--- src/rtl/serial_tx_pkg.sv ---
// Shared types and default build constants for the serial transmit controller.
package serial_tx_pkg;

   localparam int DEFAULT_WIDTH = 8;
   localparam int DEFAULT_GAP   = 1;

   typedef enum logic [1:0] {
      ST_IDLE,
      ST_SHIFT,
      ST_GAP
   } tx_state_t;

endpackage

--- src/rtl/piso_shift_reg.sv ---
// Parallel-in serial-out shift register with a per-load bit-order select.
module piso_shift_reg
   import serial_tx_pkg::*;
#(
   parameter int WIDTH = DEFAULT_WIDTH
) (
   input  logic             clk,
   input  logic             load,
   input  logic             shift_en,
   input  logic             msb_first,
   input  logic [WIDTH-1:0] din,
   output logic             so
);

   logic [WIDTH-1:0] data_p0;
   logic             dir_p0;

   // Stage p0: holds the captured word and its bit order.
   always_ff @(posedge clk) begin
      if (load) begin
         data_p0 <= din;
         dir_p0  <= msb_first;
      end else if (shift_en) begin
         if (dir_p0)
            data_p0 <= {data_p0[WIDTH-2:0], 1'b0};
         else
            data_p0 <= {1'b0, data_p0[WIDTH-1:1]};
      end
   end

   assign so = dir_p0 ? data_p0[WIDTH-1] : data_p0[0];

endmodule

--- src/rtl/serial_tx_ctrl.sv ---
// Serial transmit controller: accepts a parallel word, shifts it out one bit per
// cycle, then holds an idle gap before accepting the next word.
module serial_tx_ctrl
   import serial_tx_pkg::*;
#(
   parameter int WIDTH = DEFAULT_WIDTH,
   parameter int GAP   = DEFAULT_GAP
) (
   input  logic             clk,
   input  logic             rst,
   input  logic             din_valid,
   input  logic [WIDTH-1:0] din_data,
   input  logic             msb_first,
   input  logic             abort,
   output logic             din_ready,
   output logic             so,
   output logic             so_valid,
   output logic             busy,
   output logic             done
);

   localparam int BCW = $clog2(WIDTH);
   localparam int GCW = $clog2(GAP + 2);
   localparam logic [BCW-1:0] BIT_LAST = BCW'(WIDTH - 1);
   localparam logic [GCW-1:0] GAP_LAST = GCW'(GAP - 1);

   tx_state_t      state, state_nxt;
   logic [BCW-1:0] bitcnt, bitcnt_nxt;
   logic [GCW-1:0] gapcnt, gapcnt_nxt;
   logic           done_nxt;
   logic           load;
   logic           shift_en;
   logic           piso_so;

   always_ff @(posedge clk or posedge rst) begin
      if (rst) begin
         state  <= ST_IDLE;
         bitcnt <= '0;
         gapcnt <= '0;
         done   <= 1'b0;
      end else begin
         state  <= state_nxt;
         bitcnt <= bitcnt_nxt;
         gapcnt <= gapcnt_nxt;
         done   <= done_nxt;
      end
   end

   always_comb begin
      state_nxt  = state;
      bitcnt_nxt = bitcnt;
      gapcnt_nxt = gapcnt;
      done_nxt   = 1'b0;
      load       = 1'b0;
      shift_en   = 1'b0;
      case (state)
         ST_IDLE: begin
            // Abort is meaningless here, so a simultaneous valid still wins.
            if (din_valid) begin
               load       = 1'b1;
               state_nxt  = ST_SHIFT;
               bitcnt_nxt = '0;
            end
         end
         ST_SHIFT: begin
            if (abort) begin
               state_nxt  = ST_IDLE;
               bitcnt_nxt = '0;
            end else begin
               shift_en = 1'b1;
               if (bitcnt == BIT_LAST) begin
                  bitcnt_nxt = '0;
                  gapcnt_nxt = '0;
                  done_nxt   = 1'b1;
                  state_nxt  = (GAP > 0) ? ST_GAP : ST_IDLE;
               end else begin
                  bitcnt_nxt = bitcnt + BCW'(1);
               end
            end
         end
         ST_GAP: begin
            if (gapcnt == GAP_LAST) begin
               gapcnt_nxt = '0;
               state_nxt  = ST_IDLE;
            end else begin
               gapcnt_nxt = gapcnt + GCW'(1);
            end
         end
         default: begin
            state_nxt  = ST_IDLE;
            bitcnt_nxt = '0;
            gapcnt_nxt = '0;
         end
      endcase
   end

   piso_shift_reg #(
      .WIDTH(WIDTH)
   ) u_piso (
      .clk      (clk),
      .load     (load),
      .shift_en (shift_en),
      .msb_first(msb_first),
      .din      (din_data),
      .so       (piso_so)
   );

   // Outputs decode straight from state so an async reset clears them at once.
   assign din_ready = (state == ST_IDLE);
   assign so_valid  = (state == ST_SHIFT);
   assign so        = so_valid & piso_so;
   assign busy      = (state != ST_IDLE);

endmodule

--- config.mk ---
export PLATFORM = sky130hd
export DESIGN_NAME = serial_tx_ctrl
export DESIGN_NICKNAME = d
export VERILOG_FILES = /design/src/rtl/serial_tx_pkg.sv /design/src/rtl/piso_shift_reg.sv /design/src/rtl/serial_tx_ctrl.sv
export SDC_FILE = /design/constraint.sdc
export NUM_CORES = 1
export LEC_CHECK = 0
export CAP_MARGIN = 20
export CORE_MARGIN = 5
export CORE_UTILIZATION = 45
export DETAILED_ROUTE_END_ITERATION = 7
export GPL_ROUTABILITY_DRIVEN = 0
export PLACE_DENSITY_LB_ADDON = 0.2
export SYNTH_ARGS = -nofsm -noshare
export SYNTH_HDL_FRONTEND = slang
export SYNTH_SLANG_ARGS = --single-unit
--- constraint.sdc ---
create_clock -name clk -period 1.6 [get_ports clk]
set_input_delay 0.16 -clock clk [delete_from_list [all_inputs] [get_ports clk]]
set_output_delay 0.16 -clock clk [all_outputs]
set_load 0.02 [all_outputs]
==> metrics.cfg <==
[worst_setup_path]
cp_max_fo = 10
required_ns = 1.66
path_class = flip-flop to flip-flop
arrival_ns = 1.66
cp-start-kind = flip-flop
startpoint = state[1]$_DFFE_PP0P_
end_kind = flip-flop
r2r-start = state[1]$_DFFE_PP0P_

[global_routing]
antenna_found_initial = 0
grt_overflow_total = 0
grt_pass1_vias = 703
grt_pass1_wl_um = 2910
track_usage_pct = 12.1
grt_max_degree = 12

[timing]
rsz0062_at_grt = true
fin_setup_tns_ns = 0
tightestPinTransition_ns = 0.296
fmax_mhz = 625
fin_skew_ns = 0.0127
relSlewSlack_pct = 80.2
final_hold_viol_count = 0
setup_ws_ns = 0.000604
setup_viol = 0
period_needed_ns = 1.60
fin_crit_sh_pct = 100
maxSlewViolCount = 0

[detailed_routing]
totalWireLength_um = 1690
firstDrtPassIters = 4
ant_nets = 0
drc_errors = 0
num_vias = 630
first_iter_violations = 4
routedWlPerCell_um = 13.5
vias_per_cell = 5.04

[clock_tree]
cts_tree = yes
cts_buffers = 3
numClockSinks = 17
clock-root-buffer = clkbuf_4
cts-hold-fix-buffers = 0
clock_path_buffers = 2
clock_latency_ns = 0.31
clkTransAtPathRegs_ns = 0.12
ctsHtreeMaxLevel = 1

[power]
power_frac_seq_pct = 51.3
p_per_area_nw_per_um2 = 897
p_comb_share_pct = 25.7
p_leak_nw = 0.558
power.switching_uw = 296
internal_power_uw = 792
ir_drop_mv = 0.504
p_sw_share_pct = 27.2
clkPwrFrac_pct = 23.1

[cells_and_area]
ff_latch_area_um2 = 470
diodes = 0
layout-drive-gt1-share_pct = 32.7
areaGrowthSynthToFinish_pct = 31.3
nNetsFinal = 116
fillers = 177
multiInputGateArea_um2 = 402

[placed_design]
post-place-ws_ns = -0.0968
place.port_buffers = 17
dpl.hpwl_um = 1280

[logic_synthesis]
syn_nets = 87
synth.area.top_cells = edfxtp_1 (29%), dfrtp_1 (22%), mux2_4 (9.8%)
ys_warn_count = 0
syn-cell-area_um2 = 923
synth.avg_cell_area_um2 = 13.2
synth.distinct_cells = 24
synth_area_leader_cell = edfxtp_1
netlist_instances = 70
synth_top_area_share_pct = 29.3
synth-seq-cells = 17
yosysSeqAreaShare_pct = 50.9

[die]
start_util_pct = 47.1
fp.dieH_um = 55.3
die_area_um2 = 3060
core_area_um2 = 1960
ioPinCount = 18
placementRows = 16
die_x_um = 55.3

[run]
cap_violations = 0

[status]
outcome = finished, final reports clean

[hold_path]
hp-class = input pin to asynchronous set/reset pin

==> worst max-delay path: stages, from the launching register on <==
cell	delay, ns
dfrtp_1	0.43
buf_6	0.13
or3b_4	0.46
mux2_4	0.32
==> Yosys cell counts, drive strengths merged <==
master / count
nor3: 1
and2b: 1
buf: 2
clkbuf: 1
nor2b: 3
a32o: 4
nor4b: 2
nand2: 2
nand2b: 1
o2bb2ai: 1
dfrtp: 8
o21ai: 1
mux2: 13
ha: 4
a31o: 1
nor2: 2
mux2i: 2
nand3b: 1
edfxtp: 9
inv: 9
or3b: 2
==> cell usage in the layout (no fill, tap or decap), types with 2 or more instances in the layout <==
| cell | count |
|---|---|
| nor4b_1 | 2 |
| nor2b_1 | 3 |
| inv_1 | 9 |
| dfrtp_1 | 8 |
| a32o_1 | 4 |
| nand2_1 | 2 |
| buf_4 | 9 |
| mux2i_1 | 2 |
| ha_1 | 4 |
| edfxtp_1 | 9 |
| clkbuf_4 | 3 |
| mux2_2 | 7 |
| clkdlybuf4s15_1 | 2 |
| clkdlybuf4s50_1 | 13 |
| mux2_4 | 6 |
==> cell type report <==
cell class | count | share of cell area (%)
clock buffer | 3 | 1.86
timing repair buffer | 27 | 20.0
clock inverter | 1 | 0.619
sequential | 17 | 38.8
multi-input combinational | 41 | 33.1
tap | 27 | 2.79
inverter | 9 | 2.79
==> timing repair <==
item                                    CTS  global route
pin swaps                                 1             0
setup buffers                             1             1
gates resized for setup                   5             5
endpoints found under the setup margin    4            19
==> state kept, by name (all words and copies together), names as in the netlist <==
name / cells
u_piso.data_p0: 8
bitcnt: 3
gapcnt: 2
state: 2
done: 1
u_piso.dir_p0: 1
==> power groups by stage <==
stage	logic (mW)	registers [mW]	clock network, mW
after floorplan	0.184	0.554	0
after detailed placement	0.291	0.567	0
after CTS	0.282	0.558	0.260
final	0.279	0.558	0.251
after global routing	0.305	0.563	0.272
after global placement	0.286	0.565	0
==> per-stage QoR <==
step / utilization, % / power (mW) / hold WS [ns] / cells / cell area, µm²
6_report: 61.8 / 1.09 / 0.0764 / 125 / 1210
5_1_grt: 61.8 / 1.14 / 0.105 / 125 / 1210
2_1_floorplan: - / 0.738 / -0.0243 / 70 / 923
3_3_place_gp: 59.5 / 0.851 / 0.432 / 119 / 1170
4_1_cts: 61.4 / 1.10 / 0.0860 / 124 / 1200
3_5_place_dp: 59.5 / 0.858 / 0.435 / 119 / 1170
==> routing by layer <==
layer	wire length [µm]	vias to the layer above	GRT usage [%]
met5	0	-	0
met4	44	0	7.29
met3	60	5	2.80
met2	836	10	20.6
met1	747	310	13.5
li1	-	305	-
==> cell families (layout without fill, tap and decap cells) <==
| family | after synthesis | after routing | share of synthesized area (%) |
|---|---|---|---|
| AO/OA/AOI/OAI | 7 | 7 | 6.78 |
| adder cells (fa/ha/maj) | 4 | 4 | 5.42 |
| buffers and inverters | 12 | 40 | 5.83 |
| flip-flops | 17 | 17 | 50.9 |
| multiplexers | 15 | 15 | 20.5 |
| AND/OR/NAND/NOR | 15 | 15 | 10.6 |
==> worst paths after layout <==
path | cells past startpoint | end | slack [ns]
min reg2reg | 1 | gapcnt[0]$_DFFE_PP0P_ | 0.53
min in group clk | 1 | u_piso.dir_p0$_DFFE_PP_ | 0.41
min | 2 | gapcnt[1]$_DFFE_PP0P_ | 0.08
max | 3 | u_piso.data_p0[6]$_DFFE_PP_ | 0.0006
max reg2reg | 3 | u_piso.data_p0[6]$_DFFE_PP_ | 0.0006
max in group asynchronous | 2 | bitcnt[2]$_DFFE_PP0P_ | 1.29
Note: power is estimated with default switching activity, not from simulation.
==> variant: new RTL, config.mk and constraints unchanged <==
Encoding of `tx_state_t`: now one-hot (3 bits for 3 states).
--- a/src/rtl/serial_tx_pkg.sv
+++ b/src/rtl/serial_tx_pkg.sv
@@ -4,10 +4,10 @@
    localparam int DEFAULT_WIDTH = 8;
    localparam int DEFAULT_GAP   = 1;
 
-   typedef enum logic [1:0] {
-      ST_IDLE,
-      ST_SHIFT,
-      ST_GAP
+   typedef enum logic [2:0] {
+      ST_IDLE  = 3'b001,
+      ST_SHIFT = 3'b010,
+      ST_GAP   = 3'b100
    } tx_state_t;
 
 endpackage
Check against the original RTL: same outputs for any inputs over 10 cycles, from zero or initial values and one cycle with rst high; not proved beyond that.
==> variant against the original RTL <==
Non-clock buffer count grew 6; first-iteration DRC count grew to 4.0 times the old value; final cell count up 20%; sequential cell count increased by 1; total power rose by 26%; synthesized area increased by 7.9%; synthesized cell count grew 30%; design area increased by 11%; worst setup slack improved by 0.0088 ns; routed wire length increased by 27%; die area up 6.4%; critical endpoint is now u_piso.data_p0[7]; largest power group unchanged.
==> variant: results (changes against the original RTL) <==
STATUS
---------------------------------------------------------------------------------
Run status .........................................................    completed   unchanged

SYNTHESIS
---------------------------------------------------------------------------------
Mean instance size in the synthesized netlist ......................   10.9 sq um   was 13.2 sq um
Share of synthesized flip-flops with an asynchronous set or reset ..        50.0%   was 47.1%
Netlist area before placement ......................................    996 sq um   was 923 sq um
Number of library cell types mapped by synthesis ...................           32   was 24
Most used standard cells in the synthesized netlist ................ 11 x nand2_1, 9 x edfxtp_1, 8 x dfrtp_1, 8 x o21ai_0, 7 x mux2i_1   was 9 x edfxtp_1, 9 x inv_1, 8 x dfrtp_1
Syn Nets ...........................................................          109   was 87

GRT
---------------------------------------------------------------------------------
Vias in the first global route .....................................          805   was 703

LAYOUT
---------------------------------------------------------------------------------
Nets@finish ........................................................          141   was 116
Count of flip-flops and latches ....................................           18   was 17
Share of cell area taken by flip-flops and latches .................        37.0%   was 38.8%
Relative area of non-clock buffer cells in the final design ........        21.3%   was 20.0%
Largest registers ranked by flip-flop count ........................ u_piso.data_p0 x8, bitcnt x3, state x3   was u_piso.data_p0 x8, bitcnt x3
Post-route insts no fill ...........................................          150   was 125
Signal buffers .....................................................           33   was 27
Proportion of layout cells with a drive suffix above 1 .............        27.9%   was 32.7%
Relative area of clock buffers and inverters in the final design ...        1.96%   was 2.48%

POWER AND IR DROP
---------------------------------------------------------------------------------
Pleak ..............................................................  0.000606 uW   was 0.000558 uW
Worst ir drop on vdd ...............................................   0.000448 V   was 0.000504 V

WORST SETUP PATH
---------------------------------------------------------------------------------
Cell with the largest stage delay on the worst path ................       or4b_4   was or3b_4
WP data arrival ....................................................      1.59 ns   was 1.66 ns
CP Launch Point ....................................................     state[2]   was state[1]

PLACEMENT
---------------------------------------------------------------------------------
Number of placed instances with taps included ......................          142   was 119
Post-placement worst setup slack ...................................    -0.162 ns   was -0.0968 ns
Placed instance area ............................................... 0.00126 sq mm   was 0.00117 sq mm
Post-DP HPWL .......................................................      1510 um   was 1280 um

STA
---------------------------------------------------------------------------------
Clock skew .........................................................   0.00154 ns   was 0.0127 ns
Slew at the pin closest to its max-slew limit ......................     0.352 ns   was 0.296 ns
Final period util ..................................................        99.4%   was 100%

DRT
---------------------------------------------------------------------------------
Average vias per placed instance ...................................         5.01   was 5.04

CLOCK TREE
---------------------------------------------------------------------------------
Register clock-pin slew on the reported worst setup and hold paths .      0.10 ns   was 0.12 ns

## variant: cell count changes after synthesis, sizes merged, moves of 3 or more
cell / before / now
a32o: 4 / 0
nor2: 2 / 5
nor3b: 0 / 3
o21ai: 1 / 8
mux2: 13 / 1
nand2: 2 / 11
inv: 9 / 5
mux2i: 2 / 7
buf: 2 / 5
a21oi: 0 / 3
## variant: what timing repair did
item / in CTS / in global routing
setup endpoints to repair: 15 / 20
pin swaps: 0 / 1
setup buffers: 3 / 0
gates resized for setup: 20 / 9
gates cloned: 1 / 0
## variant: layer usage
metal | share of wire [%] | track usage [%] | vias up
met5 | 0 | 0 | -
met4 | 0 | 3.97 | 0
li1 | - | - | 379
met1 | 49 | 19.9 | 358
met3 | 3.1 | 2.49 | 0
met2 | 48 | 23.0 | 14
## variant: how the worst min path moves through the flow
stage | from | to | slack [ns] | depth (start not counted)
5_1_grt | rst | bitcnt[1] | 0.13 | 2
2_1_floorplan | rst | bitcnt[0] | -0.01 | 1
4_1_cts | rst | bitcnt[1] | 0.14 | 2
6_report | rst | bitcnt[1] | 0.13 | 2
3_3_place_gp | rst | gapcnt[0] | 0.44 | 2
3_5_place_dp | rst | gapcnt[1] | 0.46 | 2
## variant: cell families (layout without fill, tap and decap cells)
kind of cell | count (synthesis) | in the layout | synth area share, %
fa+ha+maj | 5 | 5 | 6.28
flops | 18 | 18 | 49.9
simple gates | 33 | 33 | 20.1
mux | 8 | 8 | 8.54
buf+inv | 11 | 42 | 5.65
compound gates | 16 | 16 | 9.55
## variant: critical path: cells and delay by family (launching register included)
kind | cells | cell delay, ns
flip-flops | 1 | 0.40
AND/OR/NAND/NOR | 2 | 0.76
buffers and inverters | 1 | 0.15
## variant: power breakdown
group / switching [uW] / internal (uW)
sequential: 43.2 / 590
combinational: 240 / 274
clock: 132 / 90.4
